`config.mk`:
```
export PLATFORM = sky130hd
export DESIGN_NAME = nivel_aguas_ctrl_flat
export DESIGN_NICKNAME = d
export VERILOG_FILES = /design/src/rtl/nivel_aguas_ctrl_if.sv /design/src/rtl/nivel_aguas_ctrl.sv /design/src/flat_wrapper.sv
export SDC_FILE = /design/constraint.sdc
export NUM_CORES = 1
export LEC_CHECK = 0
export ABC_AREA = 1
export CAP_MARGIN = 15
export CELL_PAD_IN_SITES_DETAIL_PLACEMENT = 1
export CELL_PAD_IN_SITES_GLOBAL_PLACEMENT = 2
export CORE_UTILIZATION = 26
export DETAILED_ROUTE_END_ITERATION = 16
export GPL_ROUTABILITY_DRIVEN = 0
export MAX_ROUTING_LAYER = met4
export PLACE_DENSITY_LB_ADDON = 0.1
export SYNTH_ARGS = -nofsm -noshare
export SYNTH_HDL_FRONTEND = slang
export SYNTH_SLANG_ARGS = --single-unit
```
`constraint.sdc`:
```
create_clock -name clk_2 -period 1.55 [get_ports clk_2]
set_clock_uncertainty 0.05 [all_clocks]
set_input_delay 0.155 -clock clk_2 [delete_from_list [all_inputs] [get_ports clk_2]]
set_output_delay 0.155 -clock clk_2 [all_outputs]
set_load 0.05 [all_outputs]
```
`src/rtl/nivel_aguas_ctrl_if.sv`:
```
// Sensor/operator inputs and indicator outputs of the reservoir level controller.
// The controller uses the slave modport; the surrounding logic uses master.
interface nivel_aguas_ctrl_if #(
  parameter int EVT_W = 8
);
  logic [1:0]       sensor;
  logic             ack;
  logic [1:0]       level;
  logic [7:0]       seg;
  logic             pump;
  logic             spill;
  logic             alarm;
  logic [1:0]       state;
  logic [EVT_W-1:0] events;

  modport master (
    output sensor, ack,
    input  level, seg, pump, spill, alarm, state, events
  );

  modport slave (
    input  sensor, ack,
    output level, seg, pump, spill, alarm, state, events
  );
endinterface

```
`src/rtl/nivel_aguas_ctrl.sv`:
```
// Reservoir level controller: sensor debounce, fill-pump/spillway FSM with pump watchdog,
// fault alarm, 7-seg glyph and saturating change counter. Option macro: AGUAS_AUTO_CLEAR_EN.
module nivel_aguas_ctrl #(
  parameter int DEBOUNCE     = 4,
  parameter int PUMP_TIMEOUT = 200,
  parameter int EVT_W        = 8
) (
  input  logic              clk_2,
  input  logic              reset_n,
  nivel_aguas_ctrl_if.slave bus
);

  localparam logic [1:0] ST_NORMAL = 2'd0;
  localparam logic [1:0] ST_FILL   = 2'd1;
  localparam logic [1:0] ST_SPILL  = 2'd2;
  localparam logic [1:0] ST_FAULT  = 2'd3;

  localparam logic [1:0] LV_HIGH   = 2'b00;
  localparam logic [1:0] LV_NORM   = 2'b01;
  localparam logic [1:0] LV_LOW    = 2'b10;
  localparam logic [1:0] LV_DEF    = 2'b11;

  localparam int CNT_W = $clog2(DEBOUNCE + 1);
  localparam int TMR_W = $clog2(PUMP_TIMEOUT);
  localparam logic [CNT_W-1:0] CNT_MAX  = CNT_W'(DEBOUNCE);
  localparam logic [TMR_W-1:0] TMR_LAST = TMR_W'(PUMP_TIMEOUT - 1);
  localparam logic [EVT_W-1:0] EVT_MAX  = '1;

  logic [1:0]       s_q;
  logic [1:0]       cand;
  logic [1:0]       cand_next;
  logic [CNT_W-1:0] cnt;
  logic [CNT_W-1:0] cnt_next;
  logic             accept;
  logic [1:0]       level_q;
  logic [1:0]       state_q;
  logic [1:0]       state_next;
  logic [TMR_W-1:0] timer;
  logic [TMR_W-1:0] timer_next;
  logic [EVT_W-1:0] events_q;
  logic [7:0]       seg_d;

`ifdef AGUAS_AUTO_CLEAR_EN
  // Remembers that the current FAULT came from the pump watchdog, which only clears once
  // the level has left "low".
  logic to_flag;
  logic to_next;
`endif

  // The run length counts the registered sample itself, so a steady code lands on level
  // DEBOUNCE+1 edges after it first appears at the pins.
  always_comb begin
    cand_next = cand;
    cnt_next  = cnt;
    if (s_q == cand) begin
      if (cnt != CNT_MAX) cnt_next = cnt + 1'b1;
    end else begin
      cand_next = s_q;
      cnt_next  = CNT_W'(1);
    end
    accept = (cnt_next == CNT_MAX) && (cand_next != level_q);
  end

  always_comb begin
    state_next = state_q;
    timer_next = '0;
`ifdef AGUAS_AUTO_CLEAR_EN
    to_next    = 1'b0;
`endif
    if (level_q == LV_DEF) begin
      state_next = ST_FAULT;
    end else begin
      case (state_q)
        ST_NORMAL: begin
          if (level_q == LV_LOW)       state_next = ST_FILL;
          else if (level_q == LV_HIGH) state_next = ST_SPILL;
        end
        ST_FILL: begin
          if (level_q == LV_NORM)      state_next = ST_NORMAL;
          else if (level_q == LV_HIGH) state_next = ST_SPILL;
          else if (timer == TMR_LAST) begin
            state_next = ST_FAULT;
`ifdef AGUAS_AUTO_CLEAR_EN
            to_next    = 1'b1;
`endif
          end else begin
            timer_next = timer + 1'b1;
          end
        end
        ST_SPILL: begin
          if (level_q == LV_NORM)      state_next = ST_NORMAL;
          else if (level_q == LV_LOW)  state_next = ST_FILL;
        end
        default: begin
`ifdef AGUAS_AUTO_CLEAR_EN
          if (to_flag && level_q == LV_LOW) to_next = 1'b1;
          else                              state_next = ST_NORMAL;
`else
          if (bus.ack) state_next = ST_NORMAL;
`endif
        end
      endcase
    end
  end

  always_ff @(posedge clk_2) begin
    if (!reset_n) begin
      s_q      <= LV_NORM;
      cand     <= LV_NORM;
      cnt      <= '0;
      level_q  <= LV_NORM;
      state_q  <= ST_NORMAL;
      timer    <= '0;
      events_q <= '0;
`ifdef AGUAS_AUTO_CLEAR_EN
      to_flag  <= 1'b0;
`endif
    end else begin
      s_q     <= bus.sensor;
      cand    <= cand_next;
      cnt     <= cnt_next;
      state_q <= state_next;
      timer   <= timer_next;
`ifdef AGUAS_AUTO_CLEAR_EN
      to_flag <= to_next;
`endif
      if (accept) begin
        level_q <= cand_next;
        if (events_q != EVT_MAX) events_q <= events_q + 1'b1;
      end
    end
  end

  always_comb begin
    case (level_q)
      LV_HIGH: seg_d = 8'h77;
      LV_NORM: seg_d = 8'h54;
      LV_LOW:  seg_d = 8'h7c;
      default: seg_d = 8'h5e;
    endcase
  end

  assign bus.level  = level_q;
  assign bus.seg    = seg_d;
  assign bus.state  = state_q;
  assign bus.pump   = (state_q == ST_FILL);
  assign bus.spill  = (state_q == ST_SPILL);
  assign bus.alarm  = (state_q == ST_FAULT);
  assign bus.events = events_q;

endmodule

```
`src/flat_wrapper.sv`:
```
// flat-port wrapper written by rule: the top's interface ports become plain ports
module nivel_aguas_ctrl_flat 
#(
  parameter int DEBOUNCE     = 4,
  parameter int PUMP_TIMEOUT = 200,
  parameter int EVT_W        = 8
)
  (clk_2, reset_n, bus_sensor, bus_ack, bus_level, bus_seg, bus_pump, bus_spill, bus_alarm, bus_state, bus_events);
  nivel_aguas_ctrl_if #(.EVT_W(EVT_W)) bus_i ();
  input  logic clk_2;
  input  logic reset_n;
  input wire logic [$bits(bus_i.sensor)-1:0] bus_sensor;
  input wire logic [$bits(bus_i.ack)-1:0] bus_ack;
  output wire logic [$bits(bus_i.level)-1:0] bus_level;
  output wire logic [$bits(bus_i.seg)-1:0] bus_seg;
  output wire logic [$bits(bus_i.pump)-1:0] bus_pump;
  output wire logic [$bits(bus_i.spill)-1:0] bus_spill;
  output wire logic [$bits(bus_i.alarm)-1:0] bus_alarm;
  output wire logic [$bits(bus_i.state)-1:0] bus_state;
  output wire logic [$bits(bus_i.events)-1:0] bus_events;
  assign bus_i.sensor = bus_sensor;
  assign bus_i.ack = bus_ack;
  assign bus_level = bus_i.level;
  assign bus_seg = bus_i.seg;
  assign bus_pump = bus_i.pump;
  assign bus_spill = bus_i.spill;
  assign bus_alarm = bus_i.alarm;
  assign bus_state = bus_i.state;
  assign bus_events = bus_i.events;
  nivel_aguas_ctrl #(.DEBOUNCE(DEBOUNCE), .PUMP_TIMEOUT(PUMP_TIMEOUT), .EVT_W(EVT_W)) u_core (.clk_2(clk_2), .reset_n(reset_n), .bus(bus_i));
endmodule
```
* Yosys cells after proc, flatten, opt, wreduce, memory -nomap -nowiden
Index checks and enable logic that the tools add are counted.
** Word-level totals
- Bits in registers :: 27
- Bits of input ports :: 5
- Output and inout bits :: 23
- Logic and storage cells :: 48
** Operators by class
- $add $sub $neg :: 3
- Equal/unequal tests :: 15
- Muxes and demuxes :: 14
- Bitwise operators :: 2
- Reductions and logical operators :: 7
** Operators with widths (count)
- 2-bit 2-to-1 mux :: 10
- 6-bit case mux with 3 select lines :: 1
- 8-bit by 1-bit adder with 8-bit output, second input constant :: 2
- 2-bit equality test, second input constant :: 4
- 8-bit equality test, second input constant :: 1
- 4-bit by 1-bit != test with 1-bit output, second input constant :: 2
- 8-bit != test, second input constant :: 1
- 3-bit 2-to-1 mux :: 2
- 2-bit case mux with 3 select lines :: 1
- 6-bit OR reduction :: 1
- 5-bit by 1-bit != test with 1-bit output, second input constant :: 1
- 5-bit nonzero test :: 1
- 2-bit by 1-bit equality test with 1-bit output, second input constant :: 2
- 2-bit zero test :: 2
- 4-bit AND reduction :: 1
- 3-bit by 1-bit adder with 3-bit output, second input constant :: 1
- 3-bit equality test, second input constant :: 1
- 3-bit != test, second input constant :: 1
- 2-bit equality test :: 1
- 2-bit != test :: 1
- 1-bit inverter :: 2
- 2-bit AND reduction :: 1
- 1-bit logical AND :: 1

* Logic depth before layout (Yosys ltp)
Gate-level depths: netlist of the first run.
- Word-level depth :: 6
- Depth in mapped cells :: 11
- Depth with buffers taken out :: 11

* Worst setup path after synthesis of the first run
OpenSTA, ideal clock, no wires.
- Kind :: flip-flop to flip-flop
- From :: register u_core.level_q[0], in the netlist u_core.bus.level[0]
- To :: register u_core.state_q[0], in the netlist u_core.bus.state[0]
- Setup time :: 0.066 ns
- Arrival time :: 2.285 ns
- Required time :: 1.434 ns
- Path slack :: -0.851 ns
- Stages on the path, launching flop included :: 10
- Buffers on the path :: 0
- Clock period less this slack :: 2.401 ns
- Cells stage by stage :: dfxtp_1 -> inv_1 -> ha_1 -> inv_1 -> nand2_1 -> nor3_1 -> nor2_1 -> nand2_1 -> nand2_1 -> a21oi_2
** Between the ends
- Cells in the longest elaborated chain, start to end :: 5
- Elaborated cells between the ends (all ways) :: 15
- Those cells by class :: eq/ne (6); mux (6); reduce/logical (3)
** RTL lines
- from (decl) :: RTL line nivel_aguas_ctrl.sv:35 : logic [1:0] level_q;
- from (signal assigned) :: RTL line nivel_aguas_ctrl.sv:128 : level_q <= cand_next;
- 2-bit zero test :: RTL line nivel_aguas_ctrl.sv:76, nivel_aguas_ctrl.sv:80
- 2-bit 2-to-1 mux :: RTL line nivel_aguas_ctrl.sv:80 : else if (level_q == LV_HIGH) state_next = ST_SPILL;
- 2-bit 2-to-1 mux :: RTL line nivel_aguas_ctrl.sv:79 : if (level_q == LV_NORM) state_next = ST_NORMAL;
- 2-bit case mux with 3 select lines :: RTL line nivel_aguas_ctrl.sv:73 : case (state_q)
- 2-bit 2-to-1 mux :: RTL line nivel_aguas_ctrl.sv:70 : if (level_q == LV_DEF) begin
- to (signal assigned) :: RTL line nivel_aguas_ctrl.sv:122 : state_q <= state_next;
- to (decl) :: RTL line nivel_aguas_ctrl.sv:36 : logic [1:0] state_q;
Parallel ways exist; a longest one is shown, timed or not.
A chain may end at the register's enable or synchronous reset.

* Worst setup path after layout of the first run
- From :: register u_core.level_q[0], in the netlist u_core.bus.level[0]
- To :: output bus_seg[1]
** Between the ends
- Cells in the longest elaborated chain, start to end :: 2
- Elaborated cells between the ends (all ways) :: 4
- Those cells by class :: eq/ne (2); mux (1); reduce/logical (1)
** RTL lines
- 2-bit equality test, or another cell as far along :: RTL line nivel_aguas_ctrl.sv:135 : case (level_q)
- 6-bit case mux with 3 select lines * :: RTL line nivel_aguas_ctrl.sv:135
- to (decl) :: RTL line flat_wrapper.sv:15 : output wire logic [$bits(bus_i.seg)-1:0] bus_seg;
Mark *: on every way between the ends. The rest lies on a longest branch, timed or not.

==> flow_summary.rst, run 1 <==
.. list-table::
   :header-rows: 1

   * - Metric
     - Value
   * - Run status
     - finished, violations left
   * - Violated checks
     - setup timing
   * - Synthesized instance count
     - around 220
   * - DRC violation total after the first TritonRoute iteration
     - 16
   * - Synth Warn #
     - 0
   * - Core footprint
     - 5890 µm²
   * - CP startpoint kind
     - flip-flop
   * - Clock latency of the later-clocked register in the worst-skew pair
     - 0.27 ns
   * - Starting density of the core
     - 26.9%
   * - Via count normalized by instance count
     - 4.32
   * - Number of failing hold endpoints at the final stage
     - 0
   * - Die Y
     - 80.1 µm
   * - Max-cap violations
     - 0
   * - Antenna-violating nets left
     - 0
   * - Total iterations of the first detailed-routing run
     - 4
   * - Setup repair after global routing missed its margin
     - yes
   * - Dpl cells
     - 319
   * - Per-cell routed wire length
     - 11.0 µm
   * - GRT Residual Overflow
     - 0
   * - # diodes
     - 0
   * - Total power of the final layout
     - approximately 0.0013 W
   * - Number of buffer cells added on primary ports
     - 23
   * - Setup violations, final
     - 3
   * - Hold Path End
     - u_core.s_q[1]
   * - Fraction of the mapped netlist area in compound gates
     - around 4.3%
   * - Cell type with the largest total area after synthesis
     - sky130_fd_sc_hd__dfxtp_1
   * - Kind of capture point of the worst setup path
     - output pin
   * - Fraction of layout instances using a drive strength above 1
     - 45.2%
   * - HP Start
     - bus_sensor[1]
   * - Synth cell types
     - 30
   * - Ordered cell list for the critical path
     - inv_4 -> ha_4 -> clkinvlp_4 -> buf_6 -> buf_12
   * - Pin count of the biggest net entering global routing
     - 17
   * - Class of the most critical setup path
     - reg -> out
   * - Pwr dens
     - roughly 570 nW/µm²
   * - Basic-gate share of the synthesized area counting and, or, nand and nor cells
     - 39.0%
   * - Multiplexer share of the synthesized area
     - 0%
   * - Sequential element share of the synthesized area
     - 34.1%
   * - Net count reported at finish
     - 275
   * - Static Leakage
     - 1.00 nW
   * - TritonCTS clock tree
     - yes
   * - Share of the clock period used by the worst path
     - 102%
   * - All-Layer GR Usage
     - 13.1%
   * - Post-Syn Area
     - 1590 µm²
   * - Data required time at the worst endpoint
     - 1.34 ns
   * - Total count of max-transition violations in the final report
     - 0
   * - Yosys top cell area share
     - 34.1%
   * - Number of synthesized flops with an enable pin
     - 0
   * - Hold-critical path depth
     - 3
   * - Most frequently used flop master after synthesis
     - sky130_fd_sc_hd__dfxtp_1
   * - Flop and latch count out of synthesis
     - 27
   * - Number of placed I/O pins
     - 28
   * - Main combinational cell family by area after synthesis
     - simple AND/OR/NAND/NOR gates
   * - Worst min-delay path category
     - in -> reg
   * - Largest buffer count on any clock path
     - 2
   * - Critical path's slowest cell
     - sky130_fd_sc_hd__dfxtp_4
   * - Area added between synthesis and finish
     - 48.7%
   * - Setup Slack @ Placement
     - -0.144 ns
   * - Final standard cell utilization of the core
     - between 40% and 50%
   * - Final hold slack
     - 0.368 ns
   * - Final cell count without fillers
     - 336
   * - Internal reg-to-reg setup slack
     - -0.03 ns
   * - Floorplan die width
     - 80.1 µm
   * - Via count
     - 1450
   * - Depth of the CTS H-tree
     - 1
   * - Biggest area contributors in the synthesized netlist
     - sky130_fd_sc_hd__dfxtp_1 (34%), sky130_fd_sc_hd__nand2_1 (9.0%), sky130_fd_sc_hd__inv_1 (8.5%)
   * - Placed wire-length estimate
     - 2.87 mm
   * - Reg-to-Reg Start
     - u_core.bus.level[0]
   * - Smallest setup slack after layout
     - -0.0367 ns
   * - Total Wirelength
     - around 3.7 mm
   * - Xor/xnor share of the synthesized area
     - 4.42%
   * - Number of buffers added to fix hold violations after cts
     - 0
   * - Sink count of the clock tree
     - 27
   * - DRC viols
     - 0
   * - Vias in the first global route
     - 1422
   * - R2r endpoint
     - u_core.bus.state[0]
   * - Async set-reset flop share out of synthesis
     - 0%
   * - Global-route wire length before repair
     - 6.56 mm
   * - Die Outline Area
     - 6410 µm²
   * - Worst setup path start
     - u_core.bus.level[0]
   * - Clock period minus worst slack
     - between 1.5 and 2 ns
   * - Number of standard-cell rows in the floorplan
     - 28
   * - Worst endpoint data arrival time
     - 1.38 ns
   * - Depth of the most critical reg-to-reg path
     - 10
   * - Clock-pin transition on the worst setup and hold timing paths
     - 0.10 ns
   * - Longest individual stage delay on the worst path
     - 0.40 ns
   * - Master cell of the clock root buffer
     - sky130_fd_sc_hd__clkbuf_8
   * - Synthesized area per cell
     - 7.34 µm²
   * - Clock buffer count from CTS
     - 3
   * - F_max
     - 630 MHz
   * - VDD IR max
     - 0.000275 V
   * - Number of antenna violations at the first check in global routing
     - 0
   * - Max Fanout on Critical Path
     - 5
   * - Area share of fa/ha/maj cells after synthesis
     - 6.31%
power breakdown:
part | internal, W | leakage, nW | total, W | switching (W)
Clock | 0.000182 | 0.0217 | 0.000406 | 0.000224
Combinational | 0.0000923 | 0.758 | 0.000224 | 0.000132
Sequential | 0.000699 | 0.225 | 0.000711 | 0.0000123
Total | 0.000973 | 1.00 | 0.00134 | 0.000368
registers in the layout, indices dropped and copies added (netlist names):
| signal | flops |
|---|---|
| u_core.bus.events | 8 |
| u_core.bus.level | 2 |
| u_core.bus.state | 2 |
| u_core.cand | 2 |
| u_core.cnt | 3 |
| u_core.s_q | 2 |
| u_core.timer | 8 |
final cells by class:
| cell class | count | area [µm²] |
|---|---|---|
| clock buffer | 3 | 41.3 |
| clock inverter | 1 | 7.51 |
| fill | 709 | 3530 |
| inverter | 39 | 163 |
| multi-input combinational | 147 | 1040 |
| sequential | 27 | 568 |
| tap | 75 | 93.8 |
| timing repair buffer | 44 | 447 |
layout by cell type (no fill, tap or decap), types with 3 or more instances in the layout:
cell type,count
sky130_fd_sc_hd__nand2_1,31
sky130_fd_sc_hd__buf_4,28
sky130_fd_sc_hd__nor2_1,26
sky130_fd_sc_hd__inv_1,25
sky130_fd_sc_hd__dfxtp_1,15
sky130_fd_sc_hd__nand2_2,9
sky130_fd_sc_hd__inv_2,8
sky130_fd_sc_hd__nand4_1,8
sky130_fd_sc_hd__nand3_1,7
sky130_fd_sc_hd__buf_12,7
sky130_fd_sc_hd__dfxtp_2,7
sky130_fd_sc_hd__nor2_4,6
sky130_fd_sc_hd__nand3_2,6
sky130_fd_sc_hd__nand2_4,6
sky130_fd_sc_hd__xor2_1,6
sky130_fd_sc_hd__inv_4,5
sky130_fd_sc_hd__nor2_2,5
sky130_fd_sc_hd__buf_6,5
sky130_fd_sc_hd__dfxtp_4,5
sky130_fd_sc_hd__nor3_1,4
sky130_fd_sc_hd__ha_4,4
sky130_fd_sc_hd__conb_1,4
sky130_fd_sc_hd__clkdlybuf4s50_1,4
sky130_fd_sc_hd__a21oi_2,3
sky130_fd_sc_hd__a21oi_1,3
sky130_fd_sc_hd__ha_1,3
sky130_fd_sc_hd__clkbuf_8,3
layer usage:
metal | routed length, µm | global-route usage, %
met4 | 23 | 3.75
met3 | 101 | 1.48
met5 | 0 | -
met1 | 1790 | 17.5
met2 | 1770 | 20.9
synthesized netlist by cell type, types with 2 or more instances:
master and instances:
sky130_fd_sc_hd__inv_2 3, sky130_fd_sc_hd__nand3_2 3, sky130_fd_sc_hd__nand3_1 11, sky130_fd_sc_hd__nand2_2 5, sky130_fd_sc_hd__nor2_1 31, sky130_fd_sc_hd__dfxtp_1 27
sky130_fd_sc_hd__xor2_1 6, sky130_fd_sc_hd__nor3_1 4, sky130_fd_sc_hd__a21oi_2 2, sky130_fd_sc_hd__inv_1 36, sky130_fd_sc_hd__nand4_4 2, sky130_fd_sc_hd__xnor2_1 2
sky130_fd_sc_hd__ha_1 8, sky130_fd_sc_hd__nand2_4 3, sky130_fd_sc_hd__conb_1 2, sky130_fd_sc_hd__nor3b_2 2, sky130_fd_sc_hd__buf_4 4, sky130_fd_sc_hd__nor2_2 5
sky130_fd_sc_hd__a21oi_1 5, sky130_fd_sc_hd__nand2_1 38, sky130_fd_sc_hd__nand4_1 8
per-stage QoR:
| stage | instance area, µm² | setup TNS [ns] |
|---|---|---|
| 5_1_grt | 2360 | -1.25 |
| 4_1_cts | 2230 | -0.0892 |
| 3_3_place_gp | 2040 | -0.291 |
| 6_report | 2360 | -0.0651 |
| 3_5_place_dp | 2040 | -0.990 |
| 2_1_floorplan | 1650 | -0.667 |
logic make-up (layout without fill, tap and decap cells):
logic type / Yosys count / in the layout
other: 2 / 4
AOI/OAI and AO/OA: 11 / 11
DFF: 27 / 27
buffers and inverters: 44 / 87
and+or+nand+nor: 116 / 116
adders and majority gates: 8 / 8
xor gates and xnor gates: 8 / 8
critical path, delay by kind of cell, from the launching register on:
kind       cells  cell delay (ns)
fa+ha+maj      1             0.27
buf+inv        4             0.44
flops          1             0.40
how the worst max path moves through the flow:
stage | end | slack [ns]
3_5_place_dp | u_core.bus.level[0] | -0.14
3_3_place_gp | u_core.bus.level[0] | -0.06
4_1_cts | bus_seg[1] | -0.02
2_1_floorplan | u_core.bus.state[0] | -0.15
6_report | bus_seg[1] | -0.04
5_1_grt | u_core.bus.events[7] | -0.10
what timing repair did:
item                       CTS  global route
setup endpoints to repair   12            16
gates resized for setup     25            25
buffers inserted             8             5
pin swaps                   14            18
Note: power is estimated with default switching activity, not from simulation.
==> inputs of run 2 (changes only) <==
- ABC_AREA: 1 -> unset
- CORE_UTILIZATION: 26 -> 27
- clock period: 1.55 -> 1.4 ns (I/O delays scaled with it)
==> run 2 against run 1 <==
  * The flow still finishes with violations (setup timing)
  * Utilization is 11 points higher
  * Synthesized cell count down 22%
  * Flip-flop and latch count unchanged
  * Sequential share of layout area shrank 2.9 points
  * Sequential power is 17% higher
  * Critical path depth increased by 1
  * Cell count down 8.0%
  * Final area increased by 12%
  * Combinational power grew to 2.7 times the previous value
  * Clock power grew 14%
  * Register-to-register slack got worse by 0.49 ns
  * Total power up 42%
==> flow_summary.rst, run 2 <==
.. list-table::
   :header-rows: 1

   * - Metric
     - Value
   * - Run status
     - finished, violations left
   * - Violated checks
     - setup timing
   * - Sequential fraction of design power
     - 43.6% (-9.4 points)
   * - Data required time at the worst endpoint
     - 1.56 ns (+0.22 ns)
   * - All-Layer GR Usage
     - 17.9% (+4.8 points)
   * - Die Y
     - 75.3 µm (-6.0%)
   * - Die Outline Area
     - 5670 µm² (-12%)
   * - Via count normalized by instance count
     - 4.72 (+9.5%)
   * - Number of buffers added to fix hold violations after cts
     - 0 (unchanged)
   * - TritonCTS clock tree
     - yes
   * - Hold-critical path depth
     - 2 (-1)
   * - Synthesized area per cell
     - 8.63 µm² (+18%)
   * - HP Start
     - bus_sensor[1]
   * - Largest buffer count on any clock path
     - 2 (unchanged)
   * - Placed wire-length estimate
     - 3.29 mm (+14%)
   * - Starting density of the core
     - 28.2% (+1.3 points)
   * - Total Wirelength
     - 4.57 mm (+24%)
   * - Cell with the most instances after synthesis
     - sky130_fd_sc_hd__dfxtp_1
   * - Number of buffer cells added on primary ports
     - 23 (unchanged)
   * - Setup violations, final
     - 23 (+20)
   * - Hold Path End
     - u_core.s_q[1]
   * - Master cell of the clock root buffer
     - sky130_fd_sc_hd__clkbuf_8
   * - Synthesized instance count
     - 168 (-22%)
   * - Gr busiest metal
     - met2
   * - Static Leakage
     - 1.05 nW (+4.5%)
   * - Most frequently used flop master after synthesis
     - sky130_fd_sc_hd__dfxtp_1
   * - Max-cap violations
     - 0 (unchanged)
   * - Grt met2 use
     - 31.4% (+11 points)
   * - Most common cell after layout, fill and taps aside
     - sky130_fd_sc_hd__buf_4
   * - Kind of capture point of the worst setup path
     - flip-flop
   * - Max Fanout on Critical Path
     - 5 (unchanged)
   * - Number of placed I/O pins
     - 28 (unchanged)
   * - Ranking of synthesized cells by instance count
     - sky130_fd_sc_hd__dfxtp_1 (27), sky130_fd_sc_hd__nand2_1 (14), sky130_fd_sc_hd__nor2_1 (11)
   * - Sequential element share of the synthesized area
     - 37.3% (+3.2 points)
   * - Flop and latch count out of synthesis
     - 27 (unchanged)
   * - Number of failing hold endpoints at the final stage
     - 0 (unchanged)
   * - Antenna-violating nets left
     - 0 (unchanged)
   * - Fraction of layout instances using a drive strength above 1
     - 50.6% (+5.4 points)
   * - Met3 Use GR
     - 3.08% (+1.6 points)
   * - Number of synthesized flops with an enable pin
     - 0 (unchanged)
   * - Share of the clock period used by the worst path
     - 137%
   * - Yosys top cell area share
     - 37.3% (+3.2 points)
   * - Pin count of the biggest net entering global routing
     - 17 (unchanged)
   * - Reg-to-Reg Start
     - u_core.cnt[1]
   * - Relative slew slack
     - 57.7%
   * - Worst min-delay path category
     - in -> reg
   * - # diodes
     - 0 (unchanged)
   * - Final cell count without fillers
     - 309 (-8.0%)
   * - Worst endpoint data arrival time
     - 2.08 ns (+0.70 ns)
   * - Sink count of the clock tree
     - 27 (unchanged)
   * - Longest individual stage delay on the worst path
     - 0.47 ns (+0.07 ns)
   * - Synth cell types
     - 38 (+27%)
   * - Total power of the final layout
     - 0.00191 W (+42%)
   * - Core footprint
     - 5140 µm² (-13%)
   * - Clock buffer count from CTS
     - 3 (unchanged)
   * - Area added between synthesis and finish
     - 82.1%
   * - Net count reported at finish
     - 253 (-8.0%)
   * - DRC viols
     - 0 (unchanged)
   * - Total count of max-transition violations in the final report
     - 0 (unchanged)
   * - Synth Warn #
     - 0 (unchanged)
   * - Via count
     - 1460 (+0.69%)
   * - Actual transition at the worst max-transition pin
     - 0.630 ns
   * - Clock latency of the later-clocked register in the worst-skew pair
     - 0.27 ns (about the same)
   * - Number of standard-cell rows in the floorplan
     - 26 (-7.1%)
   * - Met1 usage
     - 21.8% (+4.3 points)
   * - Clock period minus worst slack
     - 1.92 ns
   * - Switching Power
     - 0.000599 W (+63%)
   * - Internal power component
     - 0.00131 W (+34%)
   * - Clock Power Share
     - 24.3% (-6.0 points)
   * - Critical path's slowest cell
     - sky130_fd_sc_hd__a2111o_1
   * - Ordered cell list for the critical path
     - inv_2 -> ha_4 -> and3b_1 -> a2111o_1 -> or4_1 -> a21oi_2
   * - R2r endpoint
     - u_core.bus.events[7]
   * - Clock-pin transition on the worst setup and hold timing paths
     - 0.10 ns (about the same)
   * - F_max
     - 522 MHz
   * - Floorplan die width
     - 75.3 µm (-6.0%)
   * - Net Sw Frac
     - 31.4% (+4.0 points)
   * - Post-Syn Area
     - 1450 µm² (-8.5%)
   * - Vias in the first global route
     - 1555 (+9.4%)
   * - CP startpoint kind
     - flip-flop
   * - Final hold slack
     - 0.400 ns (+0.0317 ns)
   * - Biggest area contributors in the synthesized netlist
     - sky130_fd_sc_hd__dfxtp_1 (37%), sky130_fd_sc_hd__ha_1 (6.9%), sky130_fd_sc_hd__mux2i_1 (4.1%)
   * - Depth of the CTS H-tree
     - 1 (unchanged)
   * - Total iterations of the first detailed-routing run
     - 4 (unchanged)
   * - Per-cell routed wire length
     - 14.8 µm (+35%)
   * - Setup repair after global routing missed its margin
     - yes
   * - GRT Residual Overflow
     - 0 (unchanged)
   * - Dpl cells
     - 290 (-9.1%)
   * - Cell type with the largest total area after synthesis
     - sky130_fd_sc_hd__dfxtp_1
   * - Smallest setup slack after layout
     - -0.517 ns (-0.480 ns)
   * - Async set-reset flop share out of synthesis
     - 0% (unchanged)
   * - DRC violation total after the first TritonRoute iteration
     - 35 (+19)
   * - Comb pwr share
     - 32.1% (+15 points)
   * - Class of the most critical setup path
     - reg -> reg
   * - Depth of the most critical reg-to-reg path
     - 6 (-4)
   * - Internal reg-to-reg setup slack
     - -0.52 ns (-0.49 ns)
   * - Number of antenna violations at the first check in global routing
     - 0 (unchanged)
   * - Final setup TNS
     - -5.91 ns (-5.85 ns)
   * - Pwr dens
     - 722 nW/µm² (+27%)
   * - VDD IR max
     - 0.000571 V (+110%)
   * - Commonest non-fill, non-tap cells in the layout
     - sky130_fd_sc_hd__buf_4 (41), sky130_fd_sc_hd__dfxtp_1 (19), sky130_fd_sc_hd__buf_12 (18), sky130_fd_sc_hd__nand2_1 (13)
   * - Global-route wire length before repair
     - 7.42 mm (+13%)
==> run 2: cell count changes after synthesis, sizes merged, moves of 5 or more <==
cell	delta
and3	+5
nand2b	+5
nand2	-32
nor2	-26
nand3	-8
mux2i	+6
and2	+5
inv	-31
nand4	-9
==> run 2: metal layers <==
metal | vias up | routed length, µm | share of wire (%)
li1 | 729 | - | -
met1 | 708 | 2050 | 45
met2 | 19 | 2380 | 52
met3 | 4 | 105 | 2.3
met4 | 0 | 31 | 0.68
met5 | - | 0 | 0
==> run 2: stage by stage <==
| stage | setup slack (ns) | area (µm²) | util (%) |
|---|---|---|---|
| floorplan | -0.418 | 1560 | - |
| global placement | -0.489 | 2250 | 43.8 |
| detailed placement | -0.576 | 2250 | 43.8 |
| CTS | -0.498 | 2510 | 48.9 |
| global route | -0.569 | 2640 | 51.4 |
| finish | -0.517 | 2640 | 51.4 |
==> run 2: kinds of logic after synthesis <==
logic type,count (synthesis),synth area share [%]
AND/OR/NAND/NOR,71,26.9
flip-flops,27,37.3
AO/OA/AOI/OAI,26,12.0
buffers and inverters,18,6.21
XOR/XNOR,10,6.04
adder cells (fa/ha/maj),8,6.90
multiplexers,6,4.14
other,2,0.518
==> run 2: cell type report <==
type / instances / area, µm²
tap: 70 / 87.6
clock inverter: 1 / 6.26
clock buffer: 3 / 41.3
inverter: 8 / 41.3
sequential: 27 / 561
timing repair buffer: 74 / 840
fill: 585 / 2500
multi-input combinational: 126 / 1060
==> run 2: timing repair <==
item	in CTS	in global routing
gates cloned	1	0
hold endpoints to repair	0	0
setup buffers	7	8
setup endpoints to repair	26	27
gates resized for setup	31	16
pin swaps	13	4
==> run 2: power groups by stage <==
stage	Clock (W)	Sequential [W]	Combinational (W)
6_report	0.000463	0.000831	0.000613
5_1_grt	0.000518	0.000837	0.000649
4_1_cts	0.000480	0.000831	0.000529
3_5_place_dp	0	0.000845	0.000503
3_3_place_gp	0	0.000842	0.000490
2_1_floorplan	0	0.000869	0.000270
==> run 2: worst max-delay path by stage <==
stage	startpoint	to	slack (ns)	depth (start not counted)
after global routing	u_core.cnt[1]	u_core.bus.events[5]	-0.57	6
final	u_core.cnt[1]	u_core.bus.events[7]	-0.52	6
after global placement	u_core.cnt[1]	u_core.bus.events[2]	-0.49	6
after floorplan	u_core.cnt[1]	u_core.bus.events[3]	-0.42	7
after detailed placement	u_core.cnt[1]	u_core.bus.events[7]	-0.58	6
after CTS	u_core.cnt[1]	u_core.bus.events[7]	-0.50	6
==> run 2: critical path, delay by kind of cell, from the launching register on <==
kind                       cells  cell delay [ns]
AOI/OAI and AO/OA              2             0.62
adders and majority gates      1             0.14
buffers and inverters          1             0.06
DFF                            1             0.34
and+or+nand+nor                2             0.66
==> inputs of run 3 (changes only) <==
- CORE_MARGIN: unset -> 2
- SETUP_SLACK_MARGIN: unset -> 0.05
==> run 3 against run 2 <==
  * The run still ends with setup timing left
  * Flip-flop and latch count did not move
  * Clock-buffer cell count rose by 1
  * Die area up 5.4%
  * Sequential power down 1%
  * Combinational power decreased by 1%
  * Cell count grew 2.3%
  * Total power fell by 1.2%
  * Critical path depth stayed put
  * Final area is 3.3% higher
  * Critical path type unchanged
==> flow_summary.rst, run 3 (synthesized netlist as in run 2, its figures left out) <==
.. list-table::
   :header-rows: 1

   * - Metric
     - Value
   * - CP startpoint kind
     - flip-flop
   * - Commonest non-fill, non-tap cells in the layout
     - sky130_fd_sc_hd__buf_4 (45), sky130_fd_sc_hd__buf_12 (20), sky130_fd_sc_hd__dfxtp_1 (19), sky130_fd_sc_hd__nand2_1 (13), sky130_fd_sc_hd__buf_6 (11)
   * - F_max
     - 519 MHz (-0.51%)
   * - Largest buffer count on any clock path
     - 2 (unchanged)
   * - VDD IR max
     - 0.000446 V (-22%)
   * - Worst min-delay path category
     - in -> reg
   * - Clock buffer count from CTS
     - 3 (unchanged)
   * - Sequential fraction of design power
     - 43.7% (about the same)
   * - Placed wire-length estimate
     - 3.40 mm (+3.5%)
   * - Data required time at the worst endpoint
     - 1.55 ns (about the same)
   * - Total Wirelength
     - 4.90 mm (+7.2%)
   * - Run status
     - finished, violations left
   * - Area added between synthesis and finish
     - 88.1%
   * - Clock latency of the later-clocked register in the worst-skew pair
     - 0.27 ns (about the same)
   * - Clock period minus worst slack
     - 1.93 ns (+0.00990 ns)
   * - Depth of the CTS H-tree
     - 1 (unchanged)
   * - Number of antenna violations at the first check in global routing
     - 0 (unchanged)
   * - Fraction of layout instances using a drive strength above 1
     - 51.6% (+1.0 points)
   * - Hold-critical path depth
     - 2 (unchanged)
   * - Die Y
     - 77.3 µm (+2.7%)
   * - Pin count of the biggest net entering global routing
     - 15 (-2)
   * - Number of failing hold endpoints at the final stage
     - 0 (unchanged)
   * - Pwr dens
     - 691 nW/µm² (-4.4%)
   * - Kind of capture point of the worst setup path
     - flip-flop
   * - Vias in the first global route
     - 1650 (+6.1%)
   * - Number of standard-cell rows in the floorplan
     - 26 (unchanged)
   * - Setup Slack @ Placement
     - -0.636 ns (-0.0598 ns)
   * - Number of buffer cells added on primary ports
     - 23 (unchanged)
   * - Net Sw Frac
     - 31.1% (-0.31 points)
   * - Per-cell routed wire length
     - 15.5 µm (+4.8%)
   * - Internal power component
     - 0.00130 W (-0.73%)
   * - Total count of max-transition violations in the final report
     - 0 (unchanged)
   * - Max Fanout on Critical Path
     - 5 (unchanged)
   * - Via count normalized by instance count
     - 4.83 (+2.2%)
   * - Final standard cell utilization of the core
     - 53.1% (+1.7 points)
   * - Max-cap violations
     - 0 (unchanged)
   * - Setup violations, final
     - 24 (+4.3%)
   * - Static Leakage
     - 1.08 nW (+3.3%)
   * - Depth of the most critical reg-to-reg path
     - 6 (unchanged)
   * - Switching Power
     - 0.000586 W (-2.2%)
   * - Comb pwr share
     - 32.1% (about the same)
   * - GRT Residual Overflow
     - 0 (unchanged)
   * - Number of placed I/O pins
     - 28 (unchanged)
   * - Smallest setup slack after layout
     - -0.527 ns (-0.00990 ns)
   * - Total iterations of the first detailed-routing run
     - 4 (unchanged)
   * - Number of buffers added to fix hold violations after cts
     - 0 (unchanged)
   * - Master cell of the clock root buffer
     - sky130_fd_sc_hd__clkbuf_8
   * - Global-route wire length before repair
     - 8.23 mm (+11%)
   * - DRC violation total after the first TritonRoute iteration
     - 64 (+83%)
   * - Clock Power Share
     - 24.2% (about the same)
   * - Sink count of the clock tree
     - 27 (unchanged)
   * - Floorplan die width
     - 77.3 µm (+2.7%)
   * - All-Layer GR Usage
     - 17.4% (-0.50 points)
   * - Clock-pin transition on the worst setup and hold timing paths
     - 0.10 ns (about the same)
   * - Setup repair after global routing missed its margin
     - yes
   * - Net count reported at finish
     - 260 (+2.8%)
   * - DRC viols
     - 0 (unchanged)
   * - Antenna-violating nets left
     - 0 (unchanged)
   * - Most common cell after layout, fill and taps aside
     - sky130_fd_sc_hd__buf_4
   * - Class of the most critical setup path
     - reg -> reg
   * - Share of the clock period used by the worst path
     - 138% (+0.71 points)
   * - Final hold slack
     - 0.373 ns (-0.0267 ns)
   * - # diodes
     - 0 (unchanged)
   * - Core footprint
     - 5140 µm² (unchanged)
   * - Worst endpoint data arrival time
     - 2.07 ns (about the same)
   * - Die Outline Area
     - 5970 µm² (+5.4%)
   * - TritonCTS clock tree
     - yes
   * - Via count
     - 1526 (+4.5%)
   * - Starting density of the core
     - 28.2% (unchanged)
   * - Violated checks
     - setup timing
## run 3: changes by cell type in the layout (fill, tap and decap cells not counted), moves of 2 or more
cell / change
sky130_fd_sc_hd__a21oi_1: +3
sky130_fd_sc_hd__buf_6: +2
sky130_fd_sc_hd__buf_4: +4
sky130_fd_sc_hd__buf_12: +2
sky130_fd_sc_hd__inv_4: -2
sky130_fd_sc_hd__a21oi_2: -3
sky130_fd_sc_hd__nor2_1: -4
sky130_fd_sc_hd__nor2_4: +3
## run 3: path summary, 6_finish.rpt
kind                                        endpoint           startpoint  slack (ns)
worst max-delay path            u_core.bus.events[2]        u_core.cnt[1]       -0.53
worst min-delay path                   u_core.s_q[0]        bus_sensor[0]        0.37
worst max register to register  u_core.bus.events[2]        u_core.cnt[1]       -0.53
worst min register to register   u_core.bus.level[1]  u_core.bus.level[1]        0.49
## run 3: what timing repair did
item	in CTS	in global routing
pin swaps	22	7
setup buffers	12	5
gates cloned	1	0
endpoints found under the setup margin	26	28
resized for setup	37	11
## run 3: power by group through the flow
stage          Sequential (W)  Combinational (W)  Clock [W]
2_1_floorplan        0.000869           0.000271          0
3_3_place_gp         0.000845           0.000493          0
3_5_place_dp         0.000848           0.000505          0
4_1_cts              0.000826           0.000581   0.000478
5_1_grt              0.000829           0.000647   0.000520
6_report             0.000823           0.000605   0.000456
## run 3: layer usage
layer / GRT usage, % / part of all wire [%]
met3: 2.47 / 2.3
met4: 4.46 / 1.4
met5: - / 0
met1: 20.3 / 41
met2: 31.3 / 55
## run 3: layout make-up
cell class                      count  area [µm²]
Inverter                            8        43.8
Fill cell                         578        2410
Sequential cell                    27         561
Multi-Input combinational cell    126        1070
Timing Repair Buffer               81         917
Tap cell                           70        87.6
Clock buffer                        4        45.0
## run 3: per-stage QoR
stage / cell area (µm²) / setup TNS (ns) / power [W] / cells
CTS: 2660 / -7.03 / 0.00189 / 312
floorplan: 1560 / -4.15 / 0.00114 / 170
detailed placement: 2310 / -7.99 / 0.00135 / 295
global placement: 2310 / -6.59 / 0.00134 / 295
global route: 2730 / -9.43 / 0.00200 / 316
finish: 2730 / -7.14 / 0.00188 / 316
## run 3: worst max-delay path, cell delays in order, from the launching register on
cell and delay (ns):
sky130_fd_sc_hd__dfxtp_2 0.34, sky130_fd_sc_hd__inv_2 0.06, sky130_fd_sc_hd__ha_4 0.13, sky130_fd_sc_hd__and3b_1 0.21
sky130_fd_sc_hd__a2111o_1 0.47, sky130_fd_sc_hd__nor4b_2 0.35, sky130_fd_sc_hd__mux2i_1 0.24
